[src/rtl/radius_ctrl_pkg.sv]
// Shared types and defaults for the brush-radius button front end.
//   state_e : FSM states of radius_btn_ctrl
//   dir_e   : decoded button command / latched strobe direction
//   DEF_*   : default timing constants (cycles at 100 MHz)
//   cnt_width / max_u : helpers for sizing counters
// Optional feature: RADIUS_AUTO_REPEAT_EN (auto-repeat while held).
package radius_ctrl_pkg;

    typedef enum logic [1:0] {
        IDLE   = 2'd0,
        FIRE   = 2'd1,
        DELAY  = 2'd2,
        REPEAT = 2'd3
    } state_e;

    typedef enum logic [1:0] {
        DIR_NONE = 2'd0,
        DIR_UP   = 2'd1,
        DIR_DN   = 2'd2
    } dir_e;

    localparam int unsigned DEF_DEBOUNCE_CYCLES = 500_000;
    localparam int unsigned DEF_REPEAT_DELAY    = 50_000_000;
    localparam int unsigned DEF_REPEAT_PERIOD   = 10_000_000;

    // Counter width able to hold 0..n-1, never narrower than one bit.
    function automatic int unsigned cnt_width(input int unsigned n);
        return (n > 1) ? $clog2(n) : 1;
    endfunction

    function automatic int unsigned max_u(input int unsigned a, input int unsigned b);
        return (a > b) ? a : b;
    endfunction

endpackage

[src/rtl/btn_debounce.sv]
// Two-flop synchroniser followed by a stability-count debouncer.
//   clk, rst_n : clock, asynchronous active-low reset
//   btn_raw    : raw asynchronous button level
//   btn_db     : debounced level; follows btn_raw only after the synchronised
//                level has disagreed with it for DEBOUNCE_CYCLES consecutive cycles
module btn_debounce
    import radius_ctrl_pkg::*;
#(
    parameter int unsigned DEBOUNCE_CYCLES = DEF_DEBOUNCE_CYCLES
) (
    input  logic clk,
    input  logic rst_n,
    input  logic btn_raw,
    output logic btn_db
);

    localparam int unsigned         CNT_W    = cnt_width(DEBOUNCE_CYCLES);
    localparam logic [CNT_W-1:0]    CNT_LAST = CNT_W'(DEBOUNCE_CYCLES - 1);

    logic             meta_q, meta_d;
    logic             sync_q, sync_d;
    logic             db_q, db_d;
    logic [CNT_W-1:0] cnt_q, cnt_d;

    always_comb begin
        meta_d = btn_raw;
        sync_d = meta_q;
        db_d   = db_q;
        // Any cycle of agreement restarts the stability window.
        cnt_d  = '0;
        if (sync_q != db_q) begin
            if (cnt_q == CNT_LAST) begin
                db_d = sync_q;
            end else begin
                cnt_d = cnt_q + CNT_W'(1);
            end
        end
    end

    always_ff @(posedge clk or negedge rst_n) begin
        if (!rst_n) begin
            meta_q <= 1'b0;
            sync_q <= 1'b0;
            db_q   <= 1'b0;
            cnt_q  <= '0;
        end else begin
            meta_q <= meta_d;
            sync_q <= sync_d;
            db_q   <= db_d;
            cnt_q  <= cnt_d;
        end
    end

    assign btn_db = db_q;

endmodule

[src/rtl/radius_btn_ctrl.sv]
// Turns two raw push buttons into one-cycle increase/decrease strobes for the
// brush-radius counter, with optional auto-repeat while a button is held.
//   clk, rst_n : clock, asynchronous active-low reset (release expected to be
//                synchronised upstream)
//   btn_up     : raw increase button, active-high, bouncy, asynchronous
//   btn_down   : raw decrease button, active-high, bouncy, asynchronous
//   increase   : registered one-cycle strobe, step radius up
//   decrease   : registered one-cycle strobe, step radius down
//   busy       : high while the FSM is outside IDLE
// Build option RADIUS_AUTO_REPEAT_EN: when defined, a held button repeats after
// REPEAT_DELAY cycles and then every REPEAT_PERIOD cycles; when undefined each
// press gives exactly one strobe and no repeat timer exists.
// Handshake: none; strobes are fire-and-forget, the consumer takes one step on
// every cycle a strobe is high and cannot stall this block.
module radius_btn_ctrl
    import radius_ctrl_pkg::*;
#(
    parameter int unsigned DEBOUNCE_CYCLES = DEF_DEBOUNCE_CYCLES,
    parameter int unsigned REPEAT_DELAY    = DEF_REPEAT_DELAY,
    parameter int unsigned REPEAT_PERIOD   = DEF_REPEAT_PERIOD
) (
    input  logic clk,
    input  logic rst_n,
    input  logic btn_up,
    input  logic btn_down,
    output logic increase,
    output logic decrease,
    output logic busy
);

    logic up_db;
    logic dn_db;
    dir_e cmd;

    state_e state_q, state_d;
    dir_e   dir_q, dir_d;
    logic   inc_q, inc_d;
    logic   dec_q, dec_d;
    logic   strobe;

`ifdef RADIUS_AUTO_REPEAT_EN
    localparam int unsigned      TMR_W       = cnt_width(max_u(REPEAT_DELAY, REPEAT_PERIOD));
    localparam logic [TMR_W-1:0] DELAY_LAST  = TMR_W'(REPEAT_DELAY - 1);
    localparam logic [TMR_W-1:0] PERIOD_LAST = TMR_W'(REPEAT_PERIOD - 1);

    logic [TMR_W-1:0] tmr_q, tmr_d;
`endif

    btn_debounce #(.DEBOUNCE_CYCLES(DEBOUNCE_CYCLES)) u_db_up (
        .clk     (clk),
        .rst_n   (rst_n),
        .btn_raw (btn_up),
        .btn_db  (up_db)
    );

    btn_debounce #(.DEBOUNCE_CYCLES(DEBOUNCE_CYCLES)) u_db_dn (
        .clk     (clk),
        .rst_n   (rst_n),
        .btn_raw (btn_down),
        .btn_db  (dn_db)
    );

    // Both buttons held decodes to no command, which also ends any hold.
    always_comb begin
        cmd = DIR_NONE;
        if (up_db && !dn_db) begin
            cmd = DIR_UP;
        end else if (dn_db && !up_db) begin
            cmd = DIR_DN;
        end
    end

    always_comb begin
        state_d = state_q;
        dir_d   = dir_q;
        strobe  = 1'b0;
`ifdef RADIUS_AUTO_REPEAT_EN
        tmr_d   = tmr_q;
`endif
        case (state_q)
            IDLE: begin
                if (cmd != DIR_NONE) begin
                    state_d = FIRE;
                    dir_d   = cmd;
                end
            end
            FIRE: begin
                // The first strobe is unconditional; a release is seen in DELAY.
                strobe  = 1'b1;
                state_d = DELAY;
`ifdef RADIUS_AUTO_REPEAT_EN
                tmr_d   = '0;
`endif
            end
            DELAY: begin
                if (cmd != dir_q) begin
                    state_d = IDLE;
`ifdef RADIUS_AUTO_REPEAT_EN
                end else if (tmr_q == DELAY_LAST) begin
                    strobe  = 1'b1;
                    tmr_d   = '0;
                    state_d = REPEAT;
                end else begin
                    tmr_d = tmr_q + TMR_W'(1);
`endif
                end
            end
`ifdef RADIUS_AUTO_REPEAT_EN
            REPEAT: begin
                if (cmd != dir_q) begin
                    state_d = IDLE;
                end else if (tmr_q == PERIOD_LAST) begin
                    strobe = 1'b1;
                    tmr_d  = '0;
                end else begin
                    tmr_d = tmr_q + TMR_W'(1);
                end
            end
`endif
            default: state_d = IDLE;
        endcase
        inc_d = strobe && (dir_q == DIR_UP);
        dec_d = strobe && (dir_q == DIR_DN);
    end

    always_ff @(posedge clk or negedge rst_n) begin
        if (!rst_n) begin
            state_q <= IDLE;
            dir_q   <= DIR_NONE;
            inc_q   <= 1'b0;
            dec_q   <= 1'b0;
`ifdef RADIUS_AUTO_REPEAT_EN
            tmr_q   <= '0;
`endif
        end else begin
            state_q <= state_d;
            dir_q   <= dir_d;
            inc_q   <= inc_d;
            dec_q   <= dec_d;
`ifdef RADIUS_AUTO_REPEAT_EN
            tmr_q   <= tmr_d;
`endif
        end
    end

    assign increase = inc_q;
    assign decrease = dec_q;
    assign busy     = (state_q != IDLE);

endmodule
[config.mk]
export PLATFORM = sky130hd
export DESIGN_NAME = radius_btn_ctrl
export DESIGN_NICKNAME = d
export VERILOG_FILES = /design/src/rtl/radius_ctrl_pkg.sv /design/src/rtl/btn_debounce.sv /design/src/rtl/radius_btn_ctrl.sv
export SDC_FILE = /design/constraint.sdc
export NUM_CORES = 1
export LEC_CHECK = 0
export CORE_ASPECT_RATIO = 1.75
export CORE_MARGIN = 2
export CORE_UTILIZATION = 45
export CTS_BUF_LIST = sky130_fd_sc_hd__clkbuf_4
export CTS_CLUSTER_DIAMETER = 150
export DETAILED_ROUTE_END_ITERATION = 8
export GPL_TIMING_DRIVEN = 0
export PLACE_DENSITY = 0.69
export SETUP_SLACK_MARGIN = 0.05
export SYNTH_ARGS = -nofsm -noshare
export SYNTH_HDL_FRONTEND = slang
export SYNTH_SLANG_ARGS = --single-unit
[constraint.sdc]
create_clock -name clk -period 3.6 [get_ports clk]
set_clock_uncertainty 0.15 [all_clocks]
set_input_delay 0.72 -clock clk [delete_from_list [all_inputs] [get_ports clk]]
set_output_delay 0.72 -clock clk [all_outputs]
set_load 0.1 [all_outputs]
==> flow_metrics.tcl, run 1 <==
set metrics [dict create \
    status "finished clean" \
    rows 35 \
    slew_headroom 0.357 \
    finalWirelength_um 4470 \
    async_flop_share 1.00 \
    vias_per_cell 5.75 \
    ir_drop_mv 0.291 \
    dpl_cell_area_um2 2540 \
    ant_nets 0 \
    drv_cap 0 \
    ctsResizeCount 0 \
    avgSynthCellArea_um2 10.4 \
    clock-sinks 50 \
    die_w_um 59.2 \
    antenna_found_initial 0 \
    gr-usage-met3 0.0321 \
    p_per_area_nw_per_um2 335 \
    synthCells 231 \
    synth_top_area_cell "dfrtp_1" \
    worstMarginPinSlew_ns 0.961 \
    gr-total-overflow 0 \
    p_leak_nw 1.05 \
    synth.cell_area_um2 2400 \
    root_buffer "clkbuf_4" \
    wire_per_inst_um 14.8 \
    cp.required_ns 2.73 \
    final_nets 253 \
    min_period_ns 2.94 \
    pin_count 7 \
    cp-start-kind "flip-flop" \
    yosysMostFrequentCell "dfrtp_1" \
    grt_pass1_wl_um 7990 \
    hold_viol 0 \
    syn2layout_area_growth_pct 8.45 \
    die_y_um 101 \
    stdcell_area_um2 2600 \
    cts_max_path_buffers 2 \
    ys_seq_area_frac 0.522 \
    clk_pin_slew_ns 0.15 \
    n_antenna_cell 0 \
    fin_crit_sh 0.817 \
    num_vias 1731 \
    routabilityCongestion 0.800 \
    grt_pass1_vias 1804 \
    crit_path_end_kind "output port" \
    synth_area_leaders "dfrtp_1 (52%), xnor2_1 (9.5%), nor2_1 (6.4%), nand3_1 (3.1%), nand4_1 (2.6%)" \
    hpwlAfterDp_um 3300 \
    grt_max_degree 32 \
    synth_commonest_cells "dfrtp_1 (50), nor2_1 (41), xnor2_1 (26)" \
    grtUsageTotal 0.178 \
    cts_hold_buf 0 \
    ys_ff_latch 50 \
    port_buffers 6 \
    rsz0062_at_grt "no" \
    clkLatencyLatePin_ns 0.36 \
    crit_type "flip-flop to output port" \
    hp-class "primary input to async pin" \
    cts_tree "yes" \
    worst-endpoint-arrival_ns 2.07 \
    synth_cell_type_count 38 \
    start_util 0.460 \
    drt_iter0_drc 39 \
    worstPathMaxFanout 3 \
    cts_made_buffers 5 \
    ys_warn_count 0 \
    htree_levels 2 \
    met1_usage 0.186 \
    dieArea_um2 5950 \
    synth_top_area_share 0.522 \
    ys.flop_type "dfrtp_1" \
    grtUsageMet2 0.321 \
    finalSetupTns_ns 0 \
    busiest_layer "met2" \
    drive_gt1_frac 0.0894 \
    firstDrtPassIters 5 \
    fmax_ghz 0.340 \
    synth_edf_count 0 \
    drv_slew 0 \
    coreArea_um2 5210 \
    synth_fp_nets 239 \
    drc_errors 0 \
    cts_setup_buffers 0 \
    setup_viol 0 \
]
-- placed cells by master, fill, tap and decap left out, types with 2 or more instances in the layout --
| master | count |
|---|---|
| clkbuf_4 | 6 |
| mux2_2 | 4 |
| or2_2 | 2 |
| nand3_1 | 15 |
| nor3b_1 | 2 |
| nand2_1 | 10 |
| inv_1 | 7 |
| nor3_1 | 7 |
| a21oi_1 | 5 |
| ha_1 | 4 |
| clkdlybuf4s50_1 | 5 |
| nand4_1 | 10 |
| buf_2 | 2 |
| xor2_1 | 7 |
| or3_1 | 2 |
| nor4_1 | 10 |
| nor4b_1 | 2 |
| and3_1 | 4 |
| o21ai_0 | 4 |
| xnor2_1 | 26 |
| dfrtp_1 | 50 |
| nor2_1 | 41 |
-- power breakdown --
| part | total, mW | switching [mW] | internal [mW] |
|---|---|---|---|
| Clock | 0.258 | 0.181 | 0.0764 |
| Sequential | 0.576 | 0.00697 | 0.569 |
| Combinational | 0.0371 | 0.0241 | 0.0130 |
-- layout make-up --
cell class	count	area (µm²)
plain buffers	4	37.5
clock buffers	5	37.5
clock inverters	3	21.3
fillers	485	2610
inverters	7	26.3
multi-input cells	170	1080
flip-flops and latches	50	1250
well taps	55	68.8
repair buffers	7	75.1
-- routing by layer --
| layer | share of wire | wire [µm] |
|---|---|---|
| met5 | 0 | 0 |
| met4 | 0.041 | 183 |
| met3 | 0.021 | 96 |
| met2 | 0.55 | 2450 |
| met1 | 0.39 | 1740 |
-- worst max-delay path, cell delays in order, from the launching register on --
cell and delay (ns):
dfrtp_1 0.42, or2_2 0.32, clkdlybuf4s50_1 0.97
-- per-stage QoR --
step / util / power, mW / setup WS (ns) / instances / hold WS [ns]
after floorplan: - / 0.603 / 1.69 / 231 / 0.181
after global placement: 0.485 / 0.623 / 0.194 / 292 / 0.187
after detailed placement: 0.488 / 0.626 / 1.09 / 293 / 0.187
after CTS: 0.499 / 0.887 / 0.648 / 301 / 0.136
after global routing: 0.499 / 0.916 / 0.597 / 301 / 0.153
final: 0.499 / 0.871 / 0.660 / 301 / 0.137
-- state kept, by name, indices dropped and copies added (netlist names) --
signal and flops:
dir_q 2, u_db_dn.btn_db 1, u_db_up.meta_q 1, u_db_dn.sync_q 1, u_db_up.cnt_q 19, u_db_up.btn_db 1
u_db_dn.cnt_q 19, u_db_dn.meta_q 1, state_q 2, increase 1, u_db_up.sync_q 1, decrease 1
-- cell families after synthesis --
kind of cell	synth area share
simple gates	0.245
compound gates	0.0423
flops	0.522
xor+xnor	0.121
buf+inv	0.0266
fa+ha+maj	0.0209
mux	0.0230
-- final timing paths --
check,endpoint,start,slack [ns],depth (start not counted)
max,busy,state_q[1]$_DFFE_PN0P_,0.66,2
min,u_db_up.cnt_q[8]$_DFF_PN0_,rst_n,0.14,1
max reg2reg,u_db_dn.cnt_q[16]$_DFF_PN0_,u_db_dn.cnt_q[9]$_DFF_PN0_,1.29,5
min reg2reg,u_db_dn.sync_q$_DFF_PN0_,u_db_dn.meta_q$_DFF_PN0_,0.23,0
max in group asynchronous,state_q[0]$_DFFE_PN0P_,rst_n,2.63,2
min in group clk,u_db_dn.sync_q$_DFF_PN0_,u_db_dn.meta_q$_DFF_PN0_,0.23,0
Power figures use the tool's default switching activity.
==> inputs of run 2 (changes only) <==
PLACE_DENSITY = 0.72   (was 0.69)
clock period = 2.55 ns   (was 3.6 ns; I/O delays follow)
==> flow_metrics.tcl, run 2 (synthesized netlist as in run 1, its figures left out) <==
set metrics [dict create \
    path_delay_family "buffers and inverters" \
    fin_crit_sh 0.945 \
    slew_headroom 0.367 \
    mostFrequentLayoutCells "dfrtp_1 (50), nor2_1 (41), xnor2_1 (26)" \
    die_w_um 59.2 \
    grtUsageTotal 0.165 \
    syn2layout_area_growth_pct 8.72 \
    final_common_cell "dfrtp_1" \
    crit_chain "or2_2 > dlygate4sd2_1" \
    dr_wl_met2_um 2380 \
    ant_nets 0 \
    drc_errors 0 \
    status "finished clean" \
    grt_pass1_vias 1698 \
    cts_setup_buffers 0 \
    met1_length_um 1740 \
    dp_cells 293 \
    dr_wl_met3_um 99 \
    antenna_found_initial 0 \
    worst-endpoint-arrival_ns 1.75 \
    rr_worst_depth 5 \
    cp.required_ns 1.89 \
    coreArea_um2 5210 \
    drv_slew 0 \
    dieArea_um2 5950 \
    cp_slowest_cell "dlygate4sd2_1" \
    drive_gt1_frac 0.0891 \
    cp-start-kind "flip-flop" \
    hold_path_end "u_db_dn.sync_q$_DFF_PN0_" \
    hold_viol 0 \
    fin_cells 302 \
    hp-class "flip-flop to flip-flop" \
    final_nets 254 \
    setup_viol 0 \
    crit_path_end_kind "output port" \
    clock-sinks 50 \
    worstPathMaxFanout 3 \
    dpl_cell_area_um2 2540 \
    whs_ns 0.218 \
    p_leak_nw 1.07 \
    cts_tree "yes" \
    min_period_ns 2.41 \
    regToRegSetupSlack_ns 0.30 \
    reg2reg_from "u_db_dn.cnt_q[9]$_DFF_PN0_" \
    htree_levels 2 \
    hpwlAfterDp_um 3190 \
    largestRegisters "u_db_dn.cnt_q (19), u_db_up.cnt_q (19)" \
    firstDrtPassIters 4 \
    hold_start "u_db_dn.meta_q$_DFF_PN0_" \
    root_buffer "clkbuf_4" \
    cts_max_path_buffers 2 \
    ir_drop_mv 0.346 \
    clkLatencyLatePin_ns 0.38 \
    r2r_end "u_db_dn.cnt_q[10]$_DFF_PN0_" \
    crit_cells 2 \
    grt_pass1_wl_um 7510 \
    crit_type "flip-flop to output port" \
    stdcell_area_um2 2610 \
    whs_path_depth 0 \
    routabilityCongestion 0.786 \
    grt_max_degree 31 \
    finalWirelength_um 4360 \
    fmax_ghz 0.415 \
    wire_per_inst_um 14.4 \
    cts_made_buffers 5 \
    pin_count 7 \
    port_buffers 6 \
    num_vias 1700 \
    finalSetupTns_ns 0 \
    crit_buf_inv 1 \
    clk_pin_slew_ns 0.15 \
    rows 35 \
    gr-total-overflow 0 \
    top_layer_used "met4" \
    start_util 0.460 \
    vias_per_cell 5.63 \
    rsz0062_at_grt "no" \
    critPathMaxStageDelay_ns 0.85 \
    drv_cap 0 \
    worstMarginPinSlew_ns 0.953 \
    final_util 0.500 \
    drt_iter0_drc 47 \
    n_antenna_cell 0 \
    die_y_um 101 \
    p_per_area_nw_per_um2 481 \
]
run 2: changes by cell type in the layout (fill, tap and decap cells not counted):
| cell | previous run | this run |
|---|---|---|
| clkbuf_4 | 6 | 7 |
| clkdlybuf4s50_1 | 5 | 2 |
| clkinvlp_4 | 1 | 0 |
| dlygate4sd2_1 | 0 | 3 |
| dlygate4sd3_1 | 0 | 1 |
run 2: cell type report:
cell class                      instances  area [µm²]
Sequential cell                        50        1250
Multi-Input combinational cell        170        1080
Clock buffer                            6        45.0
Tap cell                               55        68.8
Buffer                                  4        37.5
Fill cell                             478        2610
Clock inverter                          2        13.8
Inverter                                7        26.3
Timing Repair Buffer                    8        81.3
run 2: power breakdown:
part | switching, mW | internal, mW
Clock | 0.267 | 0.120
Sequential | 0.00954 | 0.804
Combinational | 0.0333 | 0.0193
Total | 0.310 | 0.943
run 2: worst max-delay path by stage:
stage               slack, ns                   startpoint                          to
CTS                      0.13       state_q[1]$_DFFE_PN0P_                        busy
detailed placement       0.24       state_q[1]$_DFFE_PN0P_                        busy
global placement        -0.59                        rst_n    u_db_dn.meta_q$_DFF_PN0_
floorplan                0.64  u_db_up.cnt_q[11]$_DFF_PN0_  u_db_up.cnt_q[8]$_DFF_PN0_
finish                   0.14       state_q[1]$_DFFE_PN0P_                        busy
global route             0.08       state_q[0]$_DFFE_PN0P_                        busy
run 2: per-stage QoR:
step                power, mW  setup WS (ns)
floorplan               0.851          0.642
global placement        0.878         -0.594
detailed placement      0.882          0.244
CTS                      1.26          0.126
global route             1.30         0.0817
finish                   1.25          0.141
run 2: routing by layer:
| layer | track usage | up-vias |
|---|---|---|
| li1 | - | 834 |
| met1 | 0.184 | 822 |
| met2 | 0.295 | 30 |
| met3 | 0.0308 | 14 |
| met4 | 0.0699 | 0 |
| met5 | 0 | - |
run 2: what timing repair did:
| item | CTS | global route |
|---|---|---|
| hold buffers | 1 | 0 |
| resized for setup | 3 | 0 |
| endpoints found under the hold margin | 20 | 0 |
| setup endpoints to repair | 3 | 0 |
